File: src/rtl/alu_logic_if.sv
// Operand/function/result bundle between the MIPS ALU top level and its logic unit.
// The master drives operands and function code; the slave returns the registered result.
interface alu_logic_if #(
   parameter int WIDTH = 32
);
   logic [WIDTH-1:0] A;
   logic [WIDTH-1:0] B;
   logic [5:0]       ALUFun;
   logic [WIDTH-1:0] S;

   modport master (
      output A,
      output B,
      output ALUFun,
      input  S
   );

   modport slave (
      input  A,
      input  B,
      input  ALUFun,
      output S
   );
endinterface

File: src/rtl/alu_logic.sv
// Bitwise logic unit of the MIPS ALU: ALUFun[3:0] is a per-bit truth table over (A,B),
// and the registered result is forced to zero unless this unit's group (01) is selected.
module alu_logic #(
   parameter int WIDTH = 32
) (
   input  logic        clk,
   input  logic        reset,
   alu_logic_if.slave  bus
);

   localparam logic [1:0] LOGIC_GROUP = 2'b01;

   logic             group_sel;
   logic [3:0]       truth_table;
   logic [WIDTH-1:0] logic_result;
   logic [WIDTH-1:0] next_s;

   assign group_sel   = (bus.ALUFun[5:4] == LOGIC_GROUP);
   assign truth_table = bus.ALUFun[3:0];

   // Each truth-table bit enables one of the four (A,B) minterms across the whole word.
   always_comb begin
      logic_result = ( bus.A &  bus.B & {WIDTH{truth_table[3]}})
                   | (~bus.A &  bus.B & {WIDTH{truth_table[2]}})
                   | ( bus.A & ~bus.B & {WIDTH{truth_table[1]}})
                   | (~bus.A & ~bus.B & {WIDTH{truth_table[0]}});
   end

   // Zero when another group is selected so the top level can OR all unit outputs.
   always_comb begin
      next_s = '0;
      if (group_sel) begin
         next_s = logic_result;
      end
   end

   always_ff @(posedge clk) begin
      if (reset) begin
         bus.S <= '0;
      end else begin
         bus.S <= next_s;
      end
   end

endmodule

File: src/flat_wrapper.sv
// flat-port wrapper written by rule: the top's interface ports become plain ports
module alu_logic_flat 
#(
   parameter int WIDTH = 32
)
  (clk, reset, bus_A, bus_B, bus_ALUFun, bus_S);
  alu_logic_if #(.WIDTH(WIDTH)) bus_i ();
  input  logic clk;
  input  logic reset;
  input wire logic [$bits(bus_i.A)-1:0] bus_A;
  input wire logic [$bits(bus_i.B)-1:0] bus_B;
  input wire logic [$bits(bus_i.ALUFun)-1:0] bus_ALUFun;
  output wire logic [$bits(bus_i.S)-1:0] bus_S;
  assign bus_i.A = bus_A;
  assign bus_i.B = bus_B;
  assign bus_i.ALUFun = bus_ALUFun;
  assign bus_S = bus_i.S;
  alu_logic #(.WIDTH(WIDTH)) u_core (.clk(clk), .reset(reset), .bus(bus_i));
endmodule
File: config.mk
export PLATFORM = sky130hd
export DESIGN_NAME = alu_logic_flat
export DESIGN_NICKNAME = d
export VERILOG_FILES = /design/src/rtl/alu_logic_if.sv /design/src/rtl/alu_logic.sv /design/src/flat_wrapper.sv
export SDC_FILE = /design/constraint.sdc
export NUM_CORES = 1
export LEC_CHECK = 0
export CORE_MARGIN = 5
export CORE_UTILIZATION = 33
export CTS_CLUSTER_DIAMETER = 30
export DETAILED_ROUTE_END_ITERATION = 16
export GPL_ROUTABILITY_DRIVEN = 0
export PLACE_DENSITY = 0.77
export SLEW_MARGIN = 20
export SYNTH_ARGS = -nofsm -noshare
export SYNTH_HDL_FRONTEND = slang
export SYNTH_SLANG_ARGS = --single-unit
File: constraint.sdc
create_clock -name clk -period 1.3 [get_ports clk]
set_clock_uncertainty 0.2 [all_clocks]
set_input_delay 0.26 -clock clk [delete_from_list [all_inputs] [get_ports clk]]
set_output_delay 0.26 -clock clk [all_outputs]
set_load 0.1 [all_outputs]
Word level (Yosys, flattened, before mapping) --
Index checks and enable logic that the tools add are counted.
Cells by class: bitwise operators 14, equality and inequality tests 1, reductions and logical operators 1
Operator list (number):
- 32-bit bitwise AND | 8
- 32-bit OR | 3
- 32-bit NOT | 2
- 2-bit by 1-bit == test with 1-bit output, second input constant | 1
- 2-bit OR reduction | 1
- 1-bit NOT | 1
Word-level totals: output and inout bits 32, word-level logic and storage cells 17, bits of input ports 72, register bits 32

Logic depth before layout (Yosys ltp) --
Gate-level depths: netlist of run 1.
depth after elaboration 6, gate-level depth with buffers 3, depth with buffers taken out 2

Least setup slack after synthesis of run 1 --
Ideal clock, no wire load.
path type register to output, start point register u_core.bus.S[0], end point output port bus_S[0], stages on the path, launching flop included 1, slack -0.069 ns, data arrival time 0.909 ns, data required time 0.840 ns, buffers on the path 0, cell sequence dfxtp_1
RTL lines:
- from (decl) | RTL line alu_logic_if.sv:22 | output S
- from (signal assigned) | RTL line alu_logic.sv:41 | bus.S <= next_s;
- to (decl) | RTL line flat_wrapper.sv:13 | output wire logic [$bits(bus_i.S)-1:0] bus_S;
No word-level cell between the ends.

Worst setup path in the final report of run 1 --
start point input port bus_ALUFun[4], end point register u_core.bus.S[10]
On the way: cells in the longest elaborated chain, start to end 3
RTL lines:
- from (decl) | RTL line flat_wrapper.sv:12 | input wire logic [$bits(bus_i.ALUFun)-1:0] bus_ALUFun;
- 2-bit by 1-bit == test with 1-bit output | RTL line alu_logic.sv:18 | assign group_sel = (bus.ALUFun[5:4] == LOGIC_GROUP);
- 1-bit NOT (no line)
- 2-bit OR reduction (no line)
Every way passes these cells. A chain may end at the register's enable or synchronous reset.

==> flow_summary_export.csv, run 1 <==
group,metric,value,unit
outcome,status,"completed",
worst_setup_path,critical_path.top_delay_family,"buffers and inverters",
global_routing,use_met1,22.8,%
global_routing,overflow,0,
floorplanning,fp.coreArea,4790,µm²
power_and_ir_drop,vdd_drop_max,0.380,mV
finish,drive_gt1_share,55.0,%
route,via_count,1436,
global_routing,met2_usage,33.2,%
min_path,holdPathEnd,"u_core.bus.S[6]",
timing,hold_ws,339,ps
synth,syn_area_per_cell,14.6,µm²
route,drt-total-wl,5.99,mm
global_routing,grt_max_degree,18,
worst_setup_path,cp_num_cells,4,
floorplanning,die_w,80.5,µm
worst_setup_path,cp_max_fo,15,
timing,period_share,98.2,%
floorplanning,die_area,6480,µm²
route,ant_nets,0,
worst_setup_path,start_kind,"primary input",
placed_design,dpl.hpwl,4.15,mm
floorplanning,start_util,34.3,%
floorplanning,die_h,80.5,µm
min_path,hp-start,"bus_A[6]",
finish,top_register,"u_core.bus.S",
timing,rsz0062_at_grt,"true",
clock_network,cts_setup_buffers,0,
clock_network,cts_tree,"yes",
finish,syn_to_final_growth,99.4,%
worst_setup_path,required,1310,ps
global_routing,grt_first_pass_wirelength,8.87,mm
flow_run,maxCapViolCount,0,
clock_network,ctsLongestPathBuffers,2,
power_and_ir_drop,total_power,2.73,mW
global_routing,grt.busiest_layer,"met2",
timing,setup_violations,0,
finish,fill_cells,340,
min_path,hold-path-cell-count,3,
worst_setup_path,slowest_stage,"clkdlybuf4s50_1",
floorplanning,rows,25,
clock_network,cts_num_sinks,32,
timing,period_needed,1280,ps
finish,largest_register_ffs,32,
route,wire_per_inst,20.7,µm
route,viasPerCell,4.97,
timing,max_freq,0.783,GHz
route,drc_errors,0,
power_and_ir_drop,p_per_area,835,nW/µm²
timing,worst_slack,23.2,ps
clock_network,root_buffer,"clkbuf_8",
synth,synth-warning-count,0,
finish,final_nets,293,
timing,tightestPinTransition,185,ps
floorplanning,ios,104,
clock_network,cts_buffers,5,
synth,yosysSeqAreaShare,39.1,%
finish,n_antenna_cell,0,
global_routing,met3_usage,2.91,%
timing,drv_slew,0,
synth,syn_nets,184,
global_routing,antenna_found_initial,0,
worst_setup_path,worstPathCellList,"clkdlybuf4s50_1 -> nor3b_2 -> buf_4 -> and2_1",
worst_setup_path,critical_path_buf_inv_count,2,
placed_design,dpl_worst_slack,-546,ps
timing,tns,0,ps
route,drtIter0Drc,71,
placed_design,port-buffer-count,103,
worst_setup_path,end_kind,"register",
synth,synth_cell_types,7,
global_routing,grt_pass1_vias,1522,
clock_network,hold_buffers,0,
synth,ys_seq_elements,32,
synth,synth_cells,112,
worst_setup_path,worstSetupPathType,"in -> reg",
worst_setup_path,cp.arrival,1290,ps
timing,slew_headroom,87.6,%
finish,largestRegisters,"u_core.bus.S: 32 flops",
timing,hold_viol,0,
worst_setup_path,critical-path-max-stage-delay,440,ps
route,drt_first_pass_iters,4,
min_path,hold_path_class,"in -> reg",
clock_network,cts.clk_slew.worst_paths,60,ps
synth,syn_area,1640,µm²
power_and_ir_drop,power_leakage,1.31,nW
global_routing,grt_usage,18.6,%
clock_network,cts.htree.levels,2,
-- report_power, final --
group	switching (mW)	internal, mW	total [mW]
Clock	0.333	0.431	0.764
Sequential	0.0288	1.02	1.05
Combinational	0.424	0.492	0.916
-- placed cells by master, fill, tap and decap left out --
cell type        synthesis  final
clkdlybuf4s50_1          0     35
buf_12                   0     34
mux4_2                  32     32
dlygate4sd2_1            0     32
dfxtp_2                  0     32
and2_1                  32     31
clkbuf_8                 0      6
buf_6                    0      5
buf_4                    0      5
buf_2                   11      4
clkbuf_1                 3      2
buf_16                   0      2
nor3b_2                  0      1
and2_4                   0      1
-- per-layer routing --
layer	vias up	part of all wire, %
met2	59	54
met5	-	0
met1	731	38
met3	6	7.3
li1	640	-
met4	0	1.5
-- area by class of cell --
class	count	area (µm²)	share of cell area, %
Clock buffer	8	90.1	2.75
Sequential cell	32	681	20.8
Multi-Input combinational cell	65	936	28.6
Timing Repair Buffer	117	1480	45.3
Tap cell	67	83.8	2.56
-- cells by family (layout without fill, tap and decap cells) --
| logic type | Yosys count | in the layout | synth area share (%) |
|---|---|---|---|
| simple gates | 33 | 33 | 12.7 |
| buf+inv | 15 | 125 | 4.35 |
| mux | 32 | 32 | 43.9 |
| flops | 32 | 32 | 39.1 |
-- through the flow --
stage	instances	util (%)	cell area [µm²]
2_1_floorplan	112	-	1690
3_3_place_gp	275	65.5	3130
3_5_place_dp	275	65.5	3130
4_1_cts	289	68.3	3270
5_1_grt	289	68.3	3270
6_report	289	68.3	3270
-- worst max path at each step --
stage	start	endpoint
final	bus_ALUFun[4]	u_core.bus.S[10]
after floorplan	bus_ALUFun[3]	u_core.bus.S[0]
after detailed placement	bus_ALUFun[3]	u_core.bus.S[8]
after CTS	u_core.bus.S[28]	bus_S[28]
after global routing	bus_ALUFun[4]	u_core.bus.S[10]
after global placement	bus_ALUFun[0]	u_core.bus.S[15]
-- cells in the mapped netlist, drive strengths merged --
cell type  count  area [µm²]
dfxtp         32         641
buf           11        55.1
nor3b          1        7.51
and2          32         200
mux4          32         721
clkbuf         4        16.3
-- what timing repair did --
item | in CTS | in global routing
endpoints found under the hold margin | 0 | 0
pin swaps | 1 | 0
gates cloned | 6 | 0
setup endpoints to repair | 32 | 5
resized for setup | 63 | 0
Power figures use the tool's default switching activity.
==> run 2: changes to the inputs <==
ABC_AREA = 1   (was unset)
CORE_MARGIN = unset   (was 5)
CORE_UTILIZATION = 30   (was 33)
PLACE_DENSITY = unset   (was 0.77)
==> run 2 against run 1 <==
- via count is 81% higher
- critical path depth is 3 lower
- combinational power up 22%
- non-clock buffer count up 1
- worst hold slack got worse by 140 ps
- sequential power hardly changed
- largest power group is now combinational cells
- clock power grew 6.0%
- fmax barely moved
- area after synthesis rose by 38%
- synthesized cell count rose to 3.6 times the previous value
- cell count up 110%
- routed wire length up 22%
==> flow_summary_export.csv, run 2 <==
group,metric,value,unit
outcome,status,"completed",
route,via_count,2600,
finish,utilization,56.1,%
synth,synth.most_common_cell,"nand2_1",
timing,worst_slack,23.7,ps
synth,synth_top_area_share,28.2,%
synth,synth_top_flop_cell,"dfxtp_1",
placed_design,dpl.hpwl,4.51,mm
finish,mostFrequentLayoutCells,"160 x nand2_1, 95 x nor2_1, 65 x inv_1",
power_and_ir_drop,clkPwrFrac,27.1,%
synth,syn_area,2270,µm²
finish,drive_gt1_share,23.0,%
synth,synth-warning-count,0,
synth,synth-edff-count,0,
flow_run,maxCapViolCount,0,
clock_network,cts.clk_slew.worst_paths,70,ps
power_and_ir_drop,total_power,2.98,mW
placed_design,place_area,3810,µm²
finish,fill_cells,669,
finish,largest_register_ffs,32,
placed_design,dpl_worst_slack,-300,ps
power_and_ir_drop,power_leakage,2.11,nW
timing,max_freq,0.784,GHz
synth,async_flop_share,0,%
synth,synth_cell_types,10,
global_routing,grt_pass1_vias,2415,
floorplanning,fp.coreArea,7290,µm²
finish,n_antenna_cell,0,
floorplanning,die_h,89.0,µm
timing,tns,0,ps
worst_setup_path,cp.arrival,820,ps
worst_setup_path,critical_path.top_delay_family,"flip-flops",
timing,rsz0062_at_grt,"false",
power_and_ir_drop,p_per_area,729,nW/µm²
timing,drv_slew,0,
worst_setup_path,critical_path_buf_inv_count,1,
route,drt_first_pass_iters,4,
timing,period_needed,1280,ps
route,drc_errors,0,
power_and_ir_drop,p_sw,1.01,mW
floorplanning,die_w,89.0,µm
power_and_ir_drop,comb_power_share,37.7,%
route,drt-total-wl,7.29,mm
timing,slew_headroom,80.4,%
global_routing,grt_max_degree,33,
worst_setup_path,start_kind,"register",
clock_network,cts_num_sinks,32,
synth,ys_seq_elements,32,
route,ant_nets,0,
placed_design,port-buffer-count,103,
synth,syn_area_per_cell,5.64,µm²
global_routing,grt_usage,18.0,%
finish,final_common_cell,"nand2_1",
synth,synth_area_leaders,"dfxtp_1 28%, nand2_1 26%, nor2_1 16%",
global_routing,overflow,0,
synth,syn_nets,475,
finish,syn_to_final_growth,80.1,%
worst_setup_path,required,840,ps
finish,top_register,"u_core.bus.S",
min_path,hold_path_class,"in -> reg",
power_and_ir_drop,switching_share,34.0,%
finish,largestRegisters,"u_core.bus.S: 32 flops",
timing,tightestPinTransition,293,ps
clock_network,hold_buffers,0,
synth,synth_cells,403,
route,drtIter0Drc,85,
timing,hold_ws,197,ps
power_and_ir_drop,vdd_drop_max,0.391,mV
finish,fin_area,4090,µm²
floorplanning,start_util,31.1,%
clock_network,cts_tree,"yes",
power_and_ir_drop,intPower,1.97,mW
finish,final_nets,585,
clock_network,root_buffer,"clkbuf_8",
clock_network,cts_buffers,5,
synth,synth_largest_area_cell,"dfxtp_1",
floorplanning,die_area,7920,µm²
timing,hold_viol,0,
worst_setup_path,cp_max_fo,1,
floorplanning,ios,104,
clock_network,cts.htree.levels,2,
route,wire_per_inst,11.9,µm
global_routing,grt_first_pass_wirelength,10.9,mm
worst_setup_path,critical-path-max-stage-delay,360,ps
timing,period_share,98.2,%
placed_design,dp_cells,597,
timing,setup_violations,0,
worst_setup_path,worstSetupPathType,"reg -> out",
worst_setup_path,end_kind,"output pin",
floorplanning,rows,31,
worst_setup_path,worstPathCellList,"buf_12",
global_routing,antenna_found_initial,0,
power_and_ir_drop,power_frac_seq,35.1,%
finish,finalNonFillerCells,613,
synth,yosys-top-cells-count,"160 x nand2_1, 95 x nor2_1, 67 x inv_1",
synth,yosysSeqAreaShare,28.2,%
route,viasPerCell,4.24,
worst_setup_path,slowest_stage,"dfxtp_2",
clock_network,ctsLongestPathBuffers,2,
run 2: changes by cell type after synthesis, moves of 29 or more:
cell	delta
mux4_2	-32
nand2_1	+160
and2_1	-32
nand3_2	+29
nor2_1	+95
inv_1	+67
run 2: layout make-up:
cell class | count | area (µm²) | share of cell area, %
clock buffers | 8 | 90.1 | 2.20
inverters | 67 | 251 | 6.15
multi-input cells | 289 | 1280 | 31.4
flip-flops and latches | 32 | 681 | 16.6
well taps | 99 | 124 | 3.03
repair buffers | 118 | 1660 | 40.5
run 2: cells by family after synthesis:
family / Yosys count / synth area share [%]
simple gates: 289 / 56.6
buf+inv: 82 / 15.2
flops: 32 / 28.2
run 2: timing repair:
| item | in CTS | in global routing |
|---|---|---|
| endpoints found under the setup margin | 1 | 32 |
| cloned | 2 | 4 |
| pin swaps | 2 | 2 |
| resized for setup | 7 | 7 |
| buffers inserted | 2 | 0 |
| hold endpoints to repair | 0 | 0 |
run 2: final timing paths:
kind                to  slack (ps)  cells after the start              from
max          bus_S[24]          20                      1  u_core.bus.S[24]
min   u_core.bus.S[30]         200                      5     bus_ALUFun[2]
run 2: power by group through the flow:
stage / Sequential (mW) / Clock (mW) / Combinational [mW]
floorplan: 1.29 / 0 / 0.336
detailed placement: 1.07 / 0 / 1.06
CTS: 1.05 / 0.837 / 1.09
finish: 1.05 / 0.810 / 1.12
global placement: 1.07 / 0 / 1.04
global route: 1.05 / 0.871 / 1.21
run 2: per-layer routing:
layer	GRT usage [%]	up-vias	part of all wire [%]
met5	0	-	0
met4	4.47	0	0.78
met3	4.71	7	6.7
met2	32.0	81	47
met1	21.6	1128	45
li1	-	1384	-
==> run 3: changes to the inputs <==
CAP_MARGIN = 5   (was unset)
==> results of run 3 <==
Same layout as run 2: the final DEF is identical, and so are final timing and power.
==> edit 1 (config.mk and constraints of run 2) <==
`WIDTH` is set to 32 in 3 places; all go to 64.
--- a/src/rtl/alu_logic_if.sv
+++ b/src/rtl/alu_logic_if.sv
@@ -3,3 +3,3 @@
 interface alu_logic_if #(
-   parameter int WIDTH = 32
+   parameter int WIDTH = 64
 );
--- a/src/rtl/alu_logic.sv
+++ b/src/rtl/alu_logic.sv
@@ -3,3 +3,3 @@
 module alu_logic #(
-   parameter int WIDTH = 32
+   parameter int WIDTH = 64
 ) (
--- a/src/flat_wrapper.sv
+++ b/src/flat_wrapper.sv
@@ -3,3 +3,3 @@
 #(
-   parameter int WIDTH = 32
+   parameter int WIDTH = 64
 )
Ports: changed (resized bus_A, bus_B and bus_S); port bits go from 104 to 200. No check against the original RTL was run, so the function may have changed too.
==> edit 1 against run 2 <==
  * Area after synthesis is 86% higher
  * First-iteration DRC count is 120% higher
  * Power is 110% higher
  * Routed wire length is 94% higher
  * Cell count is 94% higher
  * Die area is 84% higher
  * Global-route usage is 2.4 points higher
  * The run now ends with negative setup slack left
  * Via count is 94% higher
  * Sequential share of layout area is 1.0 points higher
  * Sequential cell count is 32 higher
  * Largest cell class unchanged
  * Final area is 89% higher
  * Largest power group is now the clock network
  * Worst setup slack worse by 43 ps
  * Non-clock buffer count is 105 higher
==> edit 1: results (changes against run 2) <==
Power and ir drop
  – NetSw: 2.048 mW (+100%)
  – Combinational share of power: 32.6% (-5.1 points)
  – Clock net power: 2.22 mW (+170%)
  – Peak supply drop: 0.5121 mV (+31%)
  – Pleak: 3.940 nW (+87%)
  – Switching Share: 31.99% (-2.0 points)

Route
  – Met2 WL: 6599 um (+91%)
  – Met1 wire length: 6388 um (+94%)
  – Drt pass-1 iters: 5 (+1)
  – Routed wire length: 14,170 um (+94%)
  – Metal3 WL: 992 um (+100%)
  – DRT iter0 DRCs: 191 (+120%)
  – Max Used Layer: met4
  – DR vias/cell: 4.247 (+0.12%)

Critical path
  – Slowest Stage Delay on Critical Path: 360 ps (about the same)
  – Crit path arrival time: 860 ps (+40 ps)
  – CP top delay family: flip-flops
  – Critical-path top delay cell: dfxtp_4
  – Worst Path Max Fanout: 1 (unchanged)

Synthesis
  – Seq/Total Area, Yosys: 30.30% (+2.1 points)
  – Synth area leaders: dfxtp_1 (30%), nand2_1 (28%), nor2_1 (17%), inv_1 (12%), nand3_1 (7.6%)
  – Syn nets: 941 (+98%)
  – Synth top cells by count: nand2_1 (320), nor2_1 (191), inv_1 (130)
  – Yosys Warn Count: 0 (unchanged)
  – Top_reg_cell synth: dfxtp_1
  – Share of flip-flops with an asynchronous set or reset: 0% (unchanged)
  – Unique masters post-synth: 11 (+1)

Timing
  – Final Setup Violations: 31 (+31)
  – Final WS setup: -19.25 ps (-42.96 ps)
  – Worst slew pin tran: 192.3 ps (-100.7 ps)

GRT
  – Antenna violations before repair: 0 (unchanged)
  – GRT Overall Usage: 20.39% (+2.4 points)
  – First-pass GRT wire length: 23,030 um (+110%)
  – Pin count of the biggest net entering global routing: 36 (+9.1%)
  – GRT overflow: 0 (unchanged)
  – Vias in the first global route: 4,748 (+97%)

Worst hold path
  – Worst Hold Class: primary input to register

Place
  – Hpwl dp: 9184 um (+100%)
  – Setup WS pre-CTS: -407.1 ps (-106.7 ps)
  – Port Buffers: 199 (+93%)

Status
  – Failing checks: negative setup slack
  – Status: finished, violations left

Finish
  – Number of filler cells placed in the layout: 1,328 (+99%)
  – Biggest regs: u_core.bus.S (64)
  – Layout cells sized above 1: 17.06% (-5.9 points)
  – N_diodes: 0 (unchanged)
  – Final #Nets: 1,142 (+95%)

Floorplanning
  – Die W: 120.7 um (+36%)

CTS
  – CTS Buf Count: 9 (+4)
  – CTS Buffer Depth: 2 (unchanged)
  – H-tree Lvls: 3 (+1)
  – Root buffer cell: clkbuf_16
  – CTS clk-pin slew, worst paths: 50 ps (-20 ps)
-- edit 1: cell count changes in the layout (fill, tap and decap cells not counted), moves of 6 or more --
cell                    run 2  this run
clkdlybuf4s50_1            64       129
nand3_2                    29         0
buf_12                     37        77
clkbuf_16                   4        10
nand2_1                   160       319
nand3_1                     3        64
dfxtp_2                    32        63
inv_1                      65       129
nor2_1                     95       191
-- edit 1: final cells by class --
| cell class | instances | area share, % |
|---|---|---|
| tap | 180 | 2.918 |
| multi-input combinational | 577 | 29.32 |
| timing repair buffer | 223 | 40.33 |
| inverter | 131 | 6.371 |
| sequential | 64 | 17.67 |
| clock buffer | 12 | 3.323 |
| clock inverter | 1 | 0.06484 |
-- edit 1: metal layers --
| metal | GRT usage, % | vias to the layer above |
|---|---|---|
| met4 | 7.099 | 0 |
| met1 | 25.12 | 2140 |
| met5 | 0 | - |
| met2 | 34.52 | 151 |
| met3 | 4.858 | 11 |
| li1 | - | 2743 |
-- edit 1: worst paths after layout --
path                        startpoint               end  slack, ps  cells after the start
worst max-delay path  u_core.bus.S[53]         bus_S[53]        -20                      1
worst min-delay path     bus_ALUFun[0]  u_core.bus.S[53]        280                      6
-- edit 1: cells by family after synthesis --
family        share of synthesized area [%]
simple gates                          53.46
buf+inv                               16.24
flops                                 30.30
-- edit 1: stage by stage --
stage                     cells  setup TNS, ps  instance area (sq um)  hold slack [ps]
after floorplan             805              0                   4309            243.0
after detailed placement   1161         -23970                   7157            522.4
final                      1188         -170.3                   7719            276.1
after global placement     1161         -22710                   7157            521.5
after global routing       1188          -1608                   7719            313.8
after CTS                  1186          -1436                   7679            260.6
-- edit 1: repair_timing --
action / CTS / global route
setup buffers: 7 / 1
resized for setup: 12 / 4
endpoints found under the setup margin: 108 / 80
pin swaps: 1 / 4
cloned: 6 / 1
hold buffers: 0 / 0
==> edit 2 (settings of run 2) <==
Made on the original files. Make the reset (`reset`) asynchronous in one clocked block.
--- a/src/rtl/alu_logic.sv
+++ b/src/rtl/alu_logic.sv
@@ -36,3 +36,3 @@
 
-   always_ff @(posedge clk) begin
+   always_ff @(posedge clk or posedge reset) begin
       if (reset) begin
Formal check against the unedited RTL: differs if reset is asserted again (counterexample within 4 cycles, from zero or initial values and one cycle with reset high); with reset held inactive, the same outputs for 10 cycles.
==> edit 2 against run 2 <==
  * The flow now finishes with violations (negative setup slack)
  * Die area rose by 2.0%
  * Sequential power rose by 5%
  * Sequential cell count unchanged
  * Final area shrank 0.76%
  * Routed wire length up 6.7%
  * Area after synthesis up 2.0%
  * Clock power shrank 0.5%
  * Via count up 5.0%
  * Power rose by 8.8%
  * Worst setup slack got worse by 64 ps
  * Global-route usage is 0.27 points higher
==> edit 2: results (changes against run 2) <==
Timing
  – Final Setup Violations: 32 (+32)
  – Worst Hold Slack: 130.0 ps (-66.83 ps)
  – Setup tns final: -761.4 ps (-761.4 ps)
  – Slew headroom: 80.31% (-0.13 points)
  – Final WS setup: -40.16 ps (-63.87 ps)

Place
  – Setup WS pre-CTS: -289.7 ps (+10.59 ps)
  – Placed insts: 603 (+1.0%)
  – Hpwl dp: 5212 um (+16%)
  – Placement Cell Area: 3841 sq um (+0.89%)

Synthesis
  – Synth area leaders: dfrtp_1 (35%), nand2_1 (26%), nor2_1 (16%), inv_1 (11%), nand3_1 (6.9%)
  – Gate Count Post-Synth: 404 (+0.25%)
  – Synth top cells by count: nand2_1 (159), nor2_1 (96), inv_1 (68)
  – Top_reg_cell synth: dfrtp_1
  – Share of flip-flops with an asynchronous set or reset: 100.0% (+100 points)
  – Syn nets: 476 (+0.21%)
  – Seq/Total Area, Yosys: 34.56% (+6.3 points)

Finish
  – Final #Nets: 587 (+0.34%)
  – Number of filler cells placed in the layout: 686 (+2.5%)
  – Non-filler instance count after layout: 615 (+0.33%)

GRT
  – Pin count of the biggest net entering global routing: 33 (unchanged)
  – GRT Overall Usage: 18.26% (+0.27 points)
  – First-pass GRT wire length: 12,020 um (+11%)

Critical path
  – Crit path arrival time: 880 ps (+60 ps)
  – Critical-path top delay cell: dfrtp_2
  – Crit path from: u_core.bus.S[3]
  – Slowest Stage Delay on Critical Path: 430 ps (+70 ps)
  – Critical path destination: bus_S[3]

CTS
  – CTS clk-pin slew, worst paths: 70 ps (about the same)

Route
  – Met2 WL: 3942 um (+14%)
  – DRT iter0 DRCs: 117 (+38%)
  – WL/cell: 12.65 um (+6.4%)
  – Drt pass-1 iters: 4 (unchanged)
  – Metal3 WL: 480 um (-1.4%)
  – DR vias/cell: 4.441 (+4.7%)
  – Met1 wire length: 3320 um (+1.0%)

Worst hold path
  – Worst Hold Class: primary input to asynchronous set/reset pin

Status
  – Failing checks: negative setup slack
  – Status: finished, violations left

Power and ir drop
  – Peak supply drop: 0.3294 mV (-16%)
  – Pleak: 2.161 nW (+2.4%)
## edit 2: changes by cell type in the layout (fill, tap and decap cells not counted), moves of 2 or more
cell and change:
buf_16 -2, dfxtp_2 -32, dfrtp_2 +32, nand3_2 -29, clkdlybuf4s50_1 +2, buf_4 +6
nand3_1 +29, buf_6 -2, dlygate4sd2_1 -2
## edit 2: worst min path at each step
stage / end / cells past startpoint / from
global placement: u_core.bus.S[28] / 3 / reset
finish: u_core.bus.S[28] / 3 / reset
detailed placement: u_core.bus.S[28] / 3 / reset
CTS: u_core.bus.S[28] / 3 / reset
floorplan: u_core.bus.S[0] / 1 / reset
global route: u_core.bus.S[28] / 3 / reset
## edit 2: cell type report
class,count,area (sq um),share of cell area [%]
Multi-Input combinational cell,289,1140,28.09
Sequential cell,32,840.8,20.72
Clock buffer,8,90.09,2.220
Timing Repair Buffer,119,1608,39.62
Tap cell,99,123.9,3.053
Inverter,68,255.2,6.290
## edit 2: report_power, final
part / total (mW) / switching (mW) / leakage, nW / internal (mW)
Sequential: 1.10 / 0.0448 / 0.382 / 1.05
Combinational: 1.34 / 0.766 / 1.73 / 0.573
Clock: 0.806 / 0.374 / 0.0455 / 0.432
Total: 3.25 / 1.18 / 2.16 / 2.06
## edit 2: metal layers
metal	track usage (%)	vias up
li1	-	1390
met1	21.32	1247
met2	33.59	90
met3	4.146	4
met4	4.570	0
met5	0	-
## edit 2: kinds of logic after synthesis
kind of cell,after synthesis
buffers and inverters,83
DFF,32
and+or+nand+nor,289
## edit 2: timing repair
| item | CTS | global route |
|---|---|---|
| endpoints found under the setup margin | 32 | 63 |
| setup buffers | 0 | 0 |
| cloned | 0 | 4 |
| resized for setup | 0 | 11 |
| pin swaps | 0 | 2 |
